==> src/rtl/bf16_pkg.sv <==
// ============================================================================
// Module      : bf16_pkg
// Description : Shared bfloat16 constants, field widths and divider FSM states.
// Revision    : 1.0 - initial release
// ============================================================================
`default_nettype none

package bf16_pkg;

    localparam int EXP_W  = 8;
    localparam int FRAC_W = 7;

    localparam logic [9:0]  BF16_BIAS    = 10'd127;
    localparam logic [15:0] BF16_QNAN    = 16'h7FC0;
    localparam logic [7:0]  BF16_INF_EXP = 8'hFF;

    // Quotient bits produced by the restoring divider, and the last step index
    localparam int         DIV_STEPS = 11;
    localparam logic [3:0] DIV_LAST  = 4'd10;

    typedef enum logic [1:0] {
        IDLE  = 2'd0,
        CALC  = 2'd1,
        ROUND = 2'd2,
        DONE  = 2'd3
    } div_state_t;

endpackage

`default_nettype wire

==> src/rtl/bf16_div_round.sv <==
// ============================================================================
// Module      : bf16_div_round
// Description : Combinational normalise, round and pack of the raw quotient.
//               Optional saturation/flush under BF16_DIV_SPECIAL_EN.
// Revision    : 1.0 - initial release
// ============================================================================
`default_nettype none

module bf16_div_round
    import bf16_pkg::*;
#(
    parameter int ROUND_RNE = 1
) (
    input  logic [10:0]       q,
    input  logic [8:0]        rem,
    input  logic signed [9:0] exponent,
    input  logic              sign,
    output logic [15:0]       result
);

    logic [7:0]        w_mant;
    logic              w_guard;
    logic              w_round;
    logic              w_sticky;
    logic              w_inc;
    logic [8:0]        w_sum;
    logic [6:0]        w_frac;
    logic signed [9:0] w_exp_norm;
    logic signed [9:0] w_exp_fin;

    // Quotient lies in (0.5, 2); q[10] tells which binade it landed in
    always_comb begin
        if (q[10]) begin
            w_mant     = q[10:3];
            w_guard    = q[2];
            w_round    = q[1];
            w_sticky   = q[0] | (rem != 9'd0);
            w_exp_norm = exponent;
        end else begin
            w_mant     = q[9:2];
            w_guard    = q[1];
            w_round    = q[0];
            w_sticky   = (rem != 9'd0);
            w_exp_norm = exponent - 10'sd1;
        end
    end

    assign w_inc     = (ROUND_RNE != 0) && w_guard && (w_round || w_sticky || w_mant[0]);
    assign w_sum     = {1'b0, w_mant} + {8'd0, w_inc};
    assign w_frac    = w_sum[8] ? w_sum[7:1] : w_sum[6:0];
    assign w_exp_fin = w_sum[8] ? (w_exp_norm + 10'sd1) : w_exp_norm;

`ifdef BF16_DIV_SPECIAL_EN
    always_comb begin
        if (w_exp_fin >= 10'sd255) begin
            result = {sign, BF16_INF_EXP, {FRAC_W{1'b0}}};
        end else if (w_exp_fin <= 10'sd0) begin
            result = {sign, {(EXP_W + FRAC_W){1'b0}}};
        end else begin
            result = {sign, w_exp_fin[7:0], w_frac};
        end
    end
`else
    // Exponent simply wraps into its 8-bit field
    logic w_unused_exp_hi;
    assign w_unused_exp_hi = ^w_exp_fin[9:8];
    assign result          = {sign, w_exp_fin[7:0], w_frac};
`endif

endmodule

`default_nettype wire

==> src/rtl/bf16_div.sv <==
// ============================================================================
// Module      : bf16_div
// Description : Multi-cycle bfloat16 divider (restoring, 11 quotient bits).
//               Define BF16_DIV_SPECIAL_EN for NaN/Inf/zero handling.
// Revision    : 1.0 - initial release
// ============================================================================
`default_nettype none

module bf16_div
    import bf16_pkg::*;
#(
    parameter int ROUND_RNE = 1
) (
    input  logic        clk,
    input  logic        rst_n,
    input  logic        in_valid,
    output logic        in_ready,
    input  logic [15:0] a,
    input  logic [15:0] b,
    output logic        out_valid,
    input  logic        out_ready,
    output logic [15:0] result,
    output logic        div_by_zero
);

    div_state_t        r_state;
    div_state_t        w_state_next;
    logic              r_sign;
    logic signed [9:0] r_exp;
    logic [7:0]        r_mb;
    logic [8:0]        r_rem;
    logic [10:0]       r_q;
    logic [3:0]        r_cnt;
    logic [15:0]       r_result;

    logic              w_accept;
    logic              w_bypass;
    logic signed [9:0] w_exp_cap;
    logic              w_ge;
    logic [8:0]        w_diff;
    logic [8:0]        w_rem_sel;
    logic [15:0]       w_round_result;

    assign in_ready  = (r_state == IDLE);
    assign out_valid = (r_state == DONE);
    assign result    = r_result;
    assign w_accept  = in_valid && in_ready;

    assign w_exp_cap = {2'b00, a[14:7]} - {2'b00, b[14:7]} + BF16_BIAS;

    assign w_ge      = (r_rem >= {1'b0, r_mb});
    assign w_diff    = r_rem - {1'b0, r_mb};
    assign w_rem_sel = w_ge ? w_diff : r_rem;

`ifdef BF16_DIV_SPECIAL_EN
    logic        r_dbz;
    logic        w_sign_cap;
    logic        w_a_zero, w_b_zero, w_a_inf, w_b_inf, w_a_nan, w_b_nan;
    logic [15:0] w_special_result;
    logic        w_special_dbz;

    assign w_sign_cap = a[15] ^ b[15];
    assign w_a_zero   = (a[14:7] == 8'h00);
    assign w_b_zero   = (b[14:7] == 8'h00);
    assign w_a_inf    = (a[14:7] == BF16_INF_EXP) && (a[6:0] == 7'd0);
    assign w_b_inf    = (b[14:7] == BF16_INF_EXP) && (b[6:0] == 7'd0);
    assign w_a_nan    = (a[14:7] == BF16_INF_EXP) && (a[6:0] != 7'd0);
    assign w_b_nan    = (b[14:7] == BF16_INF_EXP) && (b[6:0] != 7'd0);

    // Priority matters: NaN first, then the x/0 cases so div_by_zero is set
    always_comb begin
        w_bypass         = 1'b1;
        w_special_dbz    = 1'b0;
        w_special_result = BF16_QNAN;
        if (w_a_nan || w_b_nan) begin
            w_special_result = BF16_QNAN;
        end else if (w_a_zero && w_b_zero) begin
            w_special_result = BF16_QNAN;
            w_special_dbz    = 1'b1;
        end else if (w_b_zero) begin
            w_special_result = {w_sign_cap, BF16_INF_EXP, 7'd0};
            w_special_dbz    = 1'b1;
        end else if (w_a_inf && w_b_inf) begin
            w_special_result = BF16_QNAN;
        end else if (w_a_inf) begin
            w_special_result = {w_sign_cap, BF16_INF_EXP, 7'd0};
        end else if (w_a_zero || w_b_inf) begin
            w_special_result = {w_sign_cap, 15'd0};
        end else begin
            w_bypass = 1'b0;
        end
    end

    assign div_by_zero = r_dbz;
`else
    assign w_bypass    = 1'b0;
    assign div_by_zero = 1'b0;
`endif

    always_ff @(posedge clk or negedge rst_n) begin
        if (!rst_n) begin
            r_state <= IDLE;
        end else begin
            r_state <= w_state_next;
        end
    end

    always_comb begin
        w_state_next = r_state;
        case (r_state)
            IDLE:    if (w_accept) w_state_next = w_bypass ? DONE : CALC;
            CALC:    if (r_cnt == DIV_LAST) w_state_next = ROUND;
            ROUND:   w_state_next = DONE;
            DONE:    if (out_ready) w_state_next = IDLE;
            default: w_state_next = IDLE;
        endcase
    end

    always_ff @(posedge clk or negedge rst_n) begin
        if (!rst_n) begin
            r_sign   <= 1'b0;
            r_exp    <= '0;
            r_mb     <= '0;
            r_rem    <= '0;
            r_q      <= '0;
            r_cnt    <= '0;
            r_result <= '0;
`ifdef BF16_DIV_SPECIAL_EN
            r_dbz    <= 1'b0;
`endif
        end else begin
            case (r_state)
                IDLE: begin
                    if (w_accept) begin
                        r_sign <= a[15] ^ b[15];
                        r_exp  <= w_exp_cap;
                        r_mb   <= {1'b1, b[FRAC_W-1:0]};
                        r_rem  <= {2'b01, a[FRAC_W-1:0]};
                        r_q    <= '0;
                        r_cnt  <= '0;
`ifdef BF16_DIV_SPECIAL_EN
                        r_result <= w_special_result;
                        r_dbz    <= w_special_dbz;
`endif
                    end
                end
                CALC: begin
                    r_q   <= {r_q[9:0], w_ge};
                    r_rem <= w_rem_sel << 1;
                    r_cnt <= r_cnt + 4'd1;
                end
                ROUND: begin
                    r_result <= w_round_result;
                end
                default: ;
            endcase
        end
    end

    bf16_div_round #(
        .ROUND_RNE (ROUND_RNE)
    ) u_round (
        .q        (r_q),
        .rem      (r_rem),
        .exponent (r_exp),
        .sign     (r_sign),
        .result   (w_round_result)
    );

endmodule

`default_nettype wire

==> config.mk <==
export PLATFORM = sky130hd
export DESIGN_NAME = bf16_div
export DESIGN_NICKNAME = d
export VERILOG_FILES = /design/src/rtl/bf16_pkg.sv /design/src/rtl/bf16_div_round.sv /design/src/rtl/bf16_div.sv
export SDC_FILE = /design/constraint.sdc
export NUM_CORES = 1
export LEC_CHECK = 0
export CAP_MARGIN = 20
export CORE_MARGIN = 1
export CORE_UTILIZATION = 45
export CTS_CLUSTER_SIZE = 10
export DETAILED_ROUTE_END_ITERATION = 6
export PLACE_DENSITY_LB_ADDON = 0.08
export SLEW_MARGIN = 20
export SYNTH_ARGS = -nofsm -noshare
export SYNTH_HDL_FRONTEND = slang
export SYNTH_HIERARCHICAL = 1
export SYNTH_SLANG_ARGS = --single-unit
==> constraint.sdc <==
create_clock -name clk -period 4.2 [get_ports clk]
set_input_delay 0.63 -clock clk [delete_from_list [all_inputs] [get_ports clk]]
set_output_delay 0.63 -clock clk [all_outputs]
set_load 0.01 [all_outputs]
# After elaboration in Yosys (flattened, before gate mapping)
# Cells that the tools add are included.
# word_totals
input_bits	36
reg_bits	59
word_cells	53
# op_classes
n_lt_le_gt_ge	1
n_addsub	7
mux	18
bitwise_logic	2
n_eq_ne	7
n_reduce_logical	10
# ops
op	count
two-way mux 8 bit	4
case mux 11 bit (2 select lines)	1
case mux 9 bit (2 select lines)	1
subtractor 8 bit	2
two-way mux 11 bit	1
adder 8 x 1 -> 9 bit	1
greater-or-equal comparator 9 x 8 -> 1 bit	1
two-way mux 9 bit	1
nonzero test 9 bit	1
adder 8 x 2 -> 8 bit, second input constant	1
adder 8 bit, second input constant	1
case mux 2 bit (4 select lines)	1
case mux 4 bit (2 select lines)	1
subtractor 8 x 2 -> 8 bit, second input constant	1
two-way mux 7 bit	1
two-way mux 2 bit	3
adder 4 x 1 -> 4 bit, second input constant	1
equality test 2 bit, second input constant	2
equality test 4 bit, second input constant	1
two-way mux 4 bit	1
!= test 2 x 1 -> 1 bit, second input constant	2
AND reduction 2 bit	2
two-way mux 1 bit	3
AND reduction 3 bit	1
other kinds (8)	10

# Logic depth before layout (Yosys ltp)
# logic_depth
word_depth	8
depth_mapped	13
ltp_nobuf	9

# Cells and area by module
# The synthesis kept the hierarchy.
# by_module_without_submodules
mod	instances	cells_per_inst	area_per_inst_um2
bf16_div	1	353	3562.2
bf16_div_round	1	93	750.7

# Least setup slack after synthesis
# OpenSTA, ideal clock, no wires.
# synth_timing
path_type	flip-flop to flip-flop
startpoint	register r_q[10]
endpoint	register r_result[13] (netlist: result[13])
slack_ns	1.007
period_less_slack_ns	3.193
setup_ns	0.125
stages_incl_launch_ff	14
arrival_time_ns	3.068
n_path_buf	4
path_cell_list	dfrtp_1 -> buf_6 -> buf_2 -> clkbuf_1 -> mux2i_1 -> nor2b_1 -> ha_1 -> and4_4 -> o2111ai_4 -> buf_6 -> or4_4 -> nor3_2 -> xnor2_1 -> mux2_2
# synth_via
elab_chain_len	6
word_cells_on_any_way	11
# synth_lines
element	line	text
from (decl)	bf16_div.sv:32	logic [10:0] r_q;
from (signal assigned)	bf16_div.sv:148	r_q <= {r_q[9:0], w_ge};
two-way mux 1 bit	bf16_div_round.sv:33	if (q[10]) begin
logical OR 1 bit (2 in a row)	bf16_div_round.sv:48	assign w_inc = (ROUND_RNE != 0) && w_guard && (w_round || w_sticky || w_mant[0]);
logical AND 1 bit	bf16_div_round.sv:48	
adder 8 x 1 -> 9 bit	bf16_div_round.sv:49	assign w_sum = {1'b0, w_mant} + {8'd0, w_inc};
two-way mux 8 bit (*)	bf16_div_round.sv:51	assign w_exp_fin = w_sum[8] ? (w_exp_norm + 10'sd1) : w_exp_norm;
via w_round_result[13]	bf16_div.sv:42	logic [15:0] w_round_result;
to (signal assigned)	bf16_div.sv:153	r_result <= w_round_result;
to (decl)	bf16_div.sv:34	logic [15:0] r_result;
# The timed path passes the listed nets; every way through them passes the cells marked *.
# A chain may end at the register's enable or synchronous reset.

# Final worst setup path
# Same ends and word-level chain as after synthesis.

==> out/metrics.yaml <==
timing:
  fmax_ghz: 0.356
  rsz0062_at_grt: "no"
  finalWorstSetupSlack_ns: 1.39
  finalHoldViolCount: 0
  slew_viol_final: 0
  min_period_ns: 2.81
  finalSetupTns_ns: 0
  relSlewSlack_pct: 37.2
  tightest_slew_ns: 0.941
  period_share_pct: 66.8
  finalSetupViolations: 0
  fin_skew_ns: 0.0111
  hold_ws_ns: 0.438
die:
  coreArea_um2: 8850
  die_h_um: 98.4
  start_util_pct: 47.2
  die-area_um2: 9680
  die_w_um: 98.4
  io_pins: 55
  rows: 34
finish:
  stdcell_area_um2: 4990
  fillers: 795
  layoutNonFillerInstCount: 592
  num_antenna_cells: 0
  area_delta_synth_final_pct: 19.5
  drive_above_1_share_pct: 12.2
  final_net_count: 543
  fin_util_pct: 56.4
setup_path:
  critPathArrivalTime_ns: 3.03
  criticalPathCategory: "reg -> reg"
  cp_slowest_cell: "or4_4"
  critical_path_buf_inv_count: 0
  path_cells: "mux2i_1 -> nor2b_1 -> ha_1 -> and4_4 -> o2111ai_4 -> or4_4 -> nor3_2 -> xnor2_1 -> mux2_2"
  cp.required_ns: 4.42
  cp_top_family: "simple AND/OR/NAND/NOR gates"
  worst_setup_path_end_kind: "flip-flop"
  path_max_fanout: 11
  max_stage_delay_ns: 0.60
  start_kind: "flip-flop"
power:
  power_density_nw_per_um2: 702
  total_power_mw: 3.51
  max-vdd-ir-drop_mv: 0.305
  p_leak_nw: 2.10
grt:
  grt_max_degree: 39
  track_usage_pct: 19.8
  grt-ovfl-total: 0
  grt_pass1_vias: 3185
  grt_pass1_wl_mm: 15.4
  antenna_found_initial: 0
place:
  port-buffer-count: 53
  gp_congestion: 0.802
  hpwl_mm: 6.53
  dpl_worst_slack_ns: 1.11
  placed_cell_area_um2: 4750
  placed_cells: 576
routing:
  drt_wl_total_mm: 8.94
  routedWlPerCell_um: 15.1
  first_pass_iters: 6
  num_vias: 3320
  drc: 5
  routed_via_density: 5.61
  ant_nets: 0
  first_iter_violations: 126
clock_network:
  clk_latency_ns: 0.33
  cts_root_buf: "clkbuf_8"
  clk_pin_slew_ns: 0.07
  numCtsBuffers: 9
  holdBufCountCts: 0
  cts_resized: 0
  cts_tree: "built"
  clkSinkCount: 59
  htree_levels: 3
  cts_setup_buffers: 0
  clockBufferDepth: 2
hold_path:
  hold_path.class: "in -> async"
yosys:
  ys_warn_count: 6
  syn_nets: 495
  avgSynthCellArea_um2: 9.70
  syn_area_um2: 4180
  syn_inst: 431
outcome:
  outcome: "finished with violations"
  failed_checks: "DRC"
flow_run:
  max-cap-violations: 0
## state kept, by name (all words and copies together) (netlist names)
register	flops
r_rem	9
r_sign	1
r_q	11
r_cnt	4
r_mb	8
r_state	2
r_exp	8
result	16
## layout make-up
| class | instances | area (um^2) | share of cell area (%) |
|---|---|---|---|
| Multi-Input combinational cell | 322 | 2470 | 49.4 |
| Sequential cell | 59 | 1480 | 29.6 |
| Timing Repair Buffer | 58 | 563 | 11.3 |
| Clock buffer | 11 | 141 | 2.83 |
| Tap cell | 108 | 135 | 2.71 |
| Inverter | 29 | 109 | 2.18 |
| Clock inverter | 5 | 100 | 2.00 |
## layout by cell type, fill, tap and decap left out, types with 5 or more instances in the layout
cell type and count:
a21oi_1 14, a221oi_1 8, a22o_1 11, a31oi_1 5
and3_1 5, buf_4 5, clkbuf_8 10, clkdlybuf4s50_1 52
dfrtp_1 59, ha_1 27, inv_1 28, mux2_2 22
mux2i_1 16, nand2_1 33, nor2_1 19, nor2b_1 8
nor3_1 5, o21a_1 5, o21ai_0 31, o22ai_1 7
xnor2_1 23, xor2_1 7
## metal layers
metal,wire length (um),track usage (%),vias up
li1,-,-,1663
met1,4490,27.3,1585
met2,4090,31.9,65
met3,256,2.86,7
met4,102,7.00,0
met5,0,0,-
## power by group
group,internal [mW],leakage (nW),switching (mW)
registers,0.782,0.739,0.200
logic,0.905,1.24,0.977
clock network,0.409,0.123,0.236
## worst reg2reg max path, delay by kind of cell, from the launching register on
| kind | cells | cell delay (ns) |
|---|---|---|
| fa+ha+maj | 1 | 0.23 |
| xor+xnor | 1 | 0.08 |
| simple gates | 4 | 1.19 |
| compound gates | 1 | 0.24 |
| mux | 2 | 0.39 |
| flops | 1 | 0.57 |
## worst paths after layout
check | from | end | slack, ns | depth (start not counted)
max reg2reg | r_q[10]$_DFFE_PN0P_ | result[13]$_DFFE_PN0P_ | 1.39 | 9
max in group asynchronous | rst_n | r_cnt[3]$_DFFE_PN0P_ | 2.90 | 2
min in group clk | r_mb[7]$_DFFE_PN0P_ | r_mb[7]$_DFFE_PN0P_ | 0.46 | 2
min reg2reg | r_mb[7]$_DFFE_PN0P_ | r_mb[7]$_DFFE_PN0P_ | 0.46 | 2
min | rst_n | r_state[0]$_DFFE_PN0P_ | 0.44 | 1
max | r_q[10]$_DFFE_PN0P_ | result[13]$_DFFE_PN0P_ | 1.39 | 9
Power figures use the tool's default switching activity.
